--- src/rtl/regfile_mp.sv ---
// regfile_mp: multi-read-port, dual-write-port register file with a per-register
// busy scoreboard, optional same-cycle write-to-read forwarding and a tap output.
// Register 0 is hard-wired to zero and can never be marked busy.
module regfile_mp #(
    parameter int DATA_W  = 32,
    parameter int ADDR_W  = 5,
    parameter int NUM_RD  = 2,
    parameter int BYPASS  = 1,
    parameter int TAP_IDX = 11
) (
    input  logic                     clk,
    input  logic                     reset,
    input  logic [NUM_RD*ADDR_W-1:0] rd_addr,
    output logic [NUM_RD*DATA_W-1:0] rd_data,
    output logic [NUM_RD-1:0]        rd_busy,
    input  logic                     we0,
    input  logic [ADDR_W-1:0]        wa0,
    input  logic [DATA_W-1:0]        wd0,
    input  logic                     we1,
    input  logic [ADDR_W-1:0]        wa1,
    input  logic [DATA_W-1:0]        wd1,
    input  logic                     alloc_en,
    input  logic [ADDR_W-1:0]        alloc_addr,
    output logic [2**ADDR_W-1:0]     busy_vec,
    output logic [DATA_W-1:0]        tap
);

    localparam int unsigned DEPTH = 2**ADDR_W;

    logic [DATA_W-1:0] regs_q [DEPTH];
    logic [DEPTH-1:0]  busy_q;
    logic [DEPTH-1:0]  busy_d;

    logic wen0;
    logic wen1;
    logic alloc_ok;

    // Writes and allocs to address 0 are dropped here so nothing downstream sees them
    always_comb begin
        wen0     = we0 && (wa0 != '0);
        wen1     = we1 && (wa1 != '0);
        alloc_ok = alloc_en && (alloc_addr != '0);
    end

    // Next busy state: writes clear, a new alloc wins over a same-cycle write
    always_comb begin
        busy_d = busy_q;
        if (wen0) busy_d[wa0] = 1'b0;
        if (wen1) busy_d[wa1] = 1'b0;
        if (alloc_ok) busy_d[alloc_addr] = 1'b1;
        busy_d[0] = 1'b0;
    end

    // Busy scoreboard register; reset dominates any alloc or write
    always_ff @(posedge clk) begin
        if (!reset) begin
            busy_q <= '0;
        end else begin
            busy_q <= busy_d;
        end
    end

    // Storage update; port 1 is assigned last so it wins an address collision
    always_ff @(posedge clk) begin
        if (!reset) begin
            for (int unsigned i = 0; i < DEPTH; i++) begin
                regs_q[i] <= '0;
            end
        end else begin
            if (wen0) regs_q[wa0] <= wd0;
            if (wen1) regs_q[wa1] <= wd1;
        end
    end

    // Combinational read ports with optional forwarding (port 1 over port 0)
    always_comb begin
        rd_data = '0;
        rd_busy = '0;
        for (int unsigned k = 0; k < NUM_RD; k++) begin
            logic [ADDR_W-1:0] a;
            logic [DATA_W-1:0] d;
            logic              b;
            logic              hit0;
            logic              hit1;
            a    = rd_addr[k*ADDR_W +: ADDR_W];
            d    = regs_q[a];
            b    = busy_q[a];
            hit1 = (BYPASS != 0) && wen1 && (wa1 == a);
            hit0 = (BYPASS != 0) && wen0 && (wa0 == a);
            // The producer is landing this cycle, so the consumer need not wait
            if (hit1 || hit0) b = 1'b0;
            // Data forwarding is withheld during reset so reads show stored state
            if (reset) begin
                if (hit1)      d = wd1;
                else if (hit0) d = wd0;
            end
            if (a == '0) begin
                d = '0;
                b = 1'b0;
            end
            rd_data[k*DATA_W +: DATA_W] = d;
            rd_busy[k]                  = b;
        end
    end

    assign busy_vec = busy_q;

    // Tap exports stored state only; index 0 collapses to a constant
    generate
        if (TAP_IDX == 0) begin : g_tap_zero
            assign tap = '0;
        end else begin : g_tap_reg
            localparam logic [ADDR_W-1:0] TAP_A = ADDR_W'(TAP_IDX);
            assign tap = regs_q[TAP_A];
        end
    endgenerate

endmodule

--- config.mk ---
export PLATFORM = sky130hd
export DESIGN_NAME = regfile_mp
export DESIGN_NICKNAME = d
export VERILOG_FILES = /design/src/rtl/regfile_mp.sv
export SDC_FILE = /design/constraint.sdc
export NUM_CORES = 2
export LEC_CHECK = 0
export BUFFER_PORTS_ARGS = -buffer_cell sky130_fd_sc_hd__buf_2
export CAP_MARGIN = 40
export CORE_MARGIN = 2
export CORE_UTILIZATION = 30
export CTS_BUF_LIST = sky130_fd_sc_hd__clkbuf_4 sky130_fd_sc_hd__clkbuf_8
export CTS_CLUSTER_DIAMETER = 50
export DETAILED_ROUTE_END_ITERATION = 10
export HOLD_SLACK_MARGIN = 0.03
export PLACE_DENSITY = 0.55
export SKIP_LAST_GASP = 1
export SLEW_MARGIN = 15
export SYNTH_ARGS = -nofsm -noshare
export SYNTH_HDL_FRONTEND = slang
export SYNTH_SLANG_ARGS = --single-unit
--- constraint.sdc ---
create_clock -name clk -period 7.3 [get_ports clk]
set_clock_uncertainty 0.15 [all_clocks]
set_input_delay 0.73 -clock clk [delete_from_list [all_inputs] [get_ports clk]]
set_output_delay 0.73 -clock clk [all_outputs]
set_load 0.03 [all_outputs]
Word-level counts from Yosys, hierarchy flattened
Memory sizes are Yosys's and may differ from the RTL's. Cells that the tools add are included.

Bits in registers: 32. Memory bits (writable): 1024. Memories kept: 1.

Memory list: regs_q (depth 32, width 32, read ports 3, clocked after Yosys merged registers in 0, write ports 32, RTL line 30) `logic [DATA_W-1:0] regs_q [DEPTH];`.

$lt $le $gt $ge: 8. Equal/unequal tests: 4. Mux-type cells: 38. Bitwise logic cells: 5. Reduce and logical (&&, ||, !) cells: 19.

Operator list (count): $mux 32 (13); $and 32x32->32 (2); $not 32->32 (2); $reduce_or 32->1 (2); $or 32x32->32 (1); $lt 5x6->1 const B (5); $eq 5x5->1 (4); $mux 1 (18); $demux 1 s5 (3); $ge 5x1->1 const B (3); $reduce_bool 5->1 (3); $bmux 1 s5 (2); $logic_and 1x1->1 (10); $logic_not 5->1 (2); $mux 5 (2); $logic_or 1x1->1 (2).

Depth between registers and ports, before layout
Word-level depth: 11. Mapped depth: 10.

Worst setup path after synthesis
OpenSTA, ideal clock, no wires.

Path type: input to register. From: in wa1[0]. To: mem regs_q[26][0] (enable). Library setup time: 0.468 ns. Arrival time: 3.585 ns. Required time: 6.682 ns. Path slack: 3.097 ns. Stages: 3. Path buffers: 1. Cell sequence: buf_2 > nand3b_1 > o21ai_0.

RTL lines: from (decl) (RTL line 20) `input logic [ADDR_W-1:0] wa1,`; to (decl) (RTL line 30).

Worst setup path in the final report
From: in rd_addr[0]. To: out rd_data[2].

Cells in the longest elaborated chain, start to end: 6. Elaborated cells between the ends (all ways): 10. Classes of those cells: eq/ne (2); mux (4); reduce/logical (3); memory (1).

RTL lines: from (decl) (RTL line 13) `input logic [NUM_RD*ADDR_W-1:0] rd_addr,`; branches (longest 5 deep; another with $mem_v2 32x32); $mux 32 (*) (RTL line 97) `if (a == '0) begin`; to (decl) (RTL line 14) `output logic [NUM_RD*DATA_W-1:0] rd_data,`.

Every way passes the cells marked *.

==> flow_summary_export.csv <==
group,metric,value,unit
clock_network,cts.clk_slew.worst_paths,0.07,ns
pwr,power.density,209.3,mW/mm2
routing,drtIter0Drc,6975,
logic_synthesis,synth_area_leaders,"edfxtp_1 (48%), a22o_1 (14%), mux4_2 (9.5%)",
timing,clock.fmax,180.2,MHz
floorplan,dieHeight,466.6,um
status,status,"finished clean",
floorplan,initial_utilization,30.21,%
pwr,cellLeakagePower,24.19,nW
global_routing,use_met3,7.138,%
timing,relSlewSlack,33.07,%
logic_synthesis,synth-xor-area-share,0.2728,%
worst_setup_path,crit_arrival,4.67,ns
cells_and_area,drive_gt1_share,30.95,%
timing,finalCritPeriodShare,76.01,%
logic_synthesis,synth_top_family_by_area,"compound AO/OA/AOI/OAI gates",
clock_network,holdBufCountCts,8,
timing,setup_viol,0,
routing,detail_route.vias_per_cell,6.562,
global_routing,grt_max_degree,109,
timing,hold_viol_final,0,
timing,maxSlewViolCount,0,
routing,dr.pass1.iters,8,
worst_setup_path,worstPathRequired,6.42,ns
worst_setup_path,endpoint_kind,"output port",
logic_synthesis,synth_compound_area_share,21.72,%
cells_and_area,fin_nets,4983,
clock_network,insertion_delay,0.93,ns
worst_setup_path,startpoint_type,"primary input",
timing,holdWs,0.1129,ns
logic_synthesis,synth-simple-area-share,4.667,%
logic_synthesis,yosys_warnings,0,
logic_synthesis,synth.cell_area,0.06421,mm2
cells_and_area,fillers,20590,
routing,ant_nets,0,
routing,routed_wl,292200,um
logic_synthesis,yosysMostFrequentCell,"edfxtp_1",
global_routing,grt_pass1_vias,50490,
place,gp_congestion,0.9429,
logic_synthesis,synth_cell_types,63,
cells_and_area,stdcell_count,7842,
floorplan,die_w,466.6,um
floorplan,core-area,0.2125,mm2
place,dp_hpwl,168600,um
logic_synthesis,ys_ff_latch,1055,
routing,num_vias,51460,
timing,setup-tns-final,0,ns
logic_synthesis,synthCells,4952,
logic_synthesis,synthTopCellsByCount,"edfxtp_1 (1,024), a22o_1 (992), clkbuf_1 (414)",
global_routing,grtUsageTotal,25.93,%
logic_synthesis,synth_top_area_share,47.89,%
clock_network,cts_made_buffers,174,
logic_synthesis,ys.flop_type,"edfxtp_1",
routing,wl_per_cell,37.27,um
place,place_inst,7502,
global_routing,antenna_found_initial,17,
global_routing,top_usage_layer,"met2",
pwr,ir_drop,0.1992,mV
place,io_buffer_count,222,
logic_synthesis,synthMuxAreaShare,19.29,%
logic_synthesis,async_reset_ff_share,0,%
worst_setup_path,path_class,"in -> out",
global_routing,met1_usage,30.62,%
global_routing,gr-total-overflow,0,
clock_network,cts_sinks,1055,
logic_synthesis,syn_area_per_cell,12.97,um2
timing,worst_pin_slew,0.9761,ns
routing,drcViolationCount,0,
logic_synthesis,ys_seq_area_share,48.86,%
hold_path,hp-class,"in -> reg",
floorplan,row_count,169,
clock_network,post_cts_resized,0,
global_routing,use_met2,40.54,%
timing,fin_crit,5.549,ns
logic_synthesis,synth_area_leader_cell,"edfxtp_1",
global_routing,grt_pass1_wl,400600,um
clock_network,cts-root-buf,"clkbuf_8",
floorplan,io_pins,224,
run,max_cap_viol_count,0,
clock_network,cts_tree,"done",
logic_synthesis,synth_fa_ha_area_share,0,%
cells_and_area,area_delta_synth_final,12.78,%
pwr,p_total,15.15,mW
clock_network,cts_setup_buffers,0,
floorplan,dieArea,0.2177,mm2
timing,rsz0062_at_grt,"false",
worst_setup_path,path_max_fanout,43,
clock_network,clock_path_buffers,3,
logic_synthesis,synth_edf_count,1024,
clock_network,htreeDepth,4,
-- placed cells by master (no fill, tap or decap), types with 20 or more instances in the layout --
master,n
conb_1,33
mux2_2,384
nor2_1,33
dfxtp_1,31
a211oi_2,41
buf_12,29
nand2_2,20
clkbuf_4,60
mux4_2,270
clkbuf_8,183
edfxtp_1,1024
buf_4,168
a22o_1,992
nor2_4,30
clkinv_1,33
mux2i_1,198
buf_2,229
nand3_1,77
nor2b_1,134
a211oi_1,215
inv_1,22
nor3_2,20
a21oi_1,26
o2111a_1,64
nor3_1,134
o21ai_0,195
o22ai_1,149
-- where the power goes --
group / switching [mW] / internal [mW] / leakage (nW) / total (mW)
Combinational: 1.83 / 0.910 / 12.4 / 2.74
Sequential: 0.186 / 7.02 / 10.1 / 7.21
Clock: 2.53 / 2.67 / 1.74 / 5.20
-- state kept, by name, summed over array words and instances, names as in the netlist --
register,flops
busy_vec,31
regs_q,1024
-- per-layer routing --
layer,part of all wire [%],vias up,routed length [um]
met3,11,1047,32240
met4,8.0,4,23300
met2,46,3841,133200
met5,0.0092,-,27
met1,35,26360,103400
li1,-,20210,-
-- final timing paths --
kind	from	to	slack, ns	cells after the start
max	rd_addr[0]	rd_data[2]	1.75	11
min	alloc_addr[0]	busy_vec[24]	0.11	4
max reg2reg	busy_vec[12]	busy_vec[12]	6.32	2
min reg2reg	busy_vec[19]	busy_vec[19]	0.36	2
-- metrics by stage --
stage	util [%]	worst slack (ns)	cell area, um2
detailed placement	32.28	1.894	68600
global route	34.07	1.743	72400
global placement	31.99	1.463	67990
floorplan	-	3.097	64330
finish	34.07	1.751	72410
CTS	33.86	1.890	71950
-- logic make-up (layout without fill, tap and decap cells) --
logic type,count (synthesis),after routing
AO/OA/AOI/OAI,1721,1721
flip-flops,1055,1055
multiplexers,852,852
buffers and inverters,761,785
AND/OR/NAND/NOR,542,542
XOR/XNOR,20,20
other,1,46
-- area by class of cell --
type	count	area [um2]	share of cell area, %
Clock buffer	243	2969	4.100
Sequential cell	1055	31370	43.32
Multi-Input combinational cell	3168	30380	41.95
Timing Repair Buffer	464	3734	5.156
Inverter	26	100.1	0.1382
Clock inverter	52	296.5	0.4095
Antenna cell	13	32.53	0.04493
Tap cell	2821	3530	4.874
-- worst max-delay path, cell delays in order --
cell	delay (ns)
buf_6	0.52
buf_4	0.52
xnor2_1	0.20
nand4_1	0.12
buf_4	0.29
nor2_4	0.12
buf_4	0.52
o21ai_4	0.23
buf_16	0.24
a211oi_2	0.70
buf_2	0.33
No activity file was read; power rests on OpenSTA's default activity.
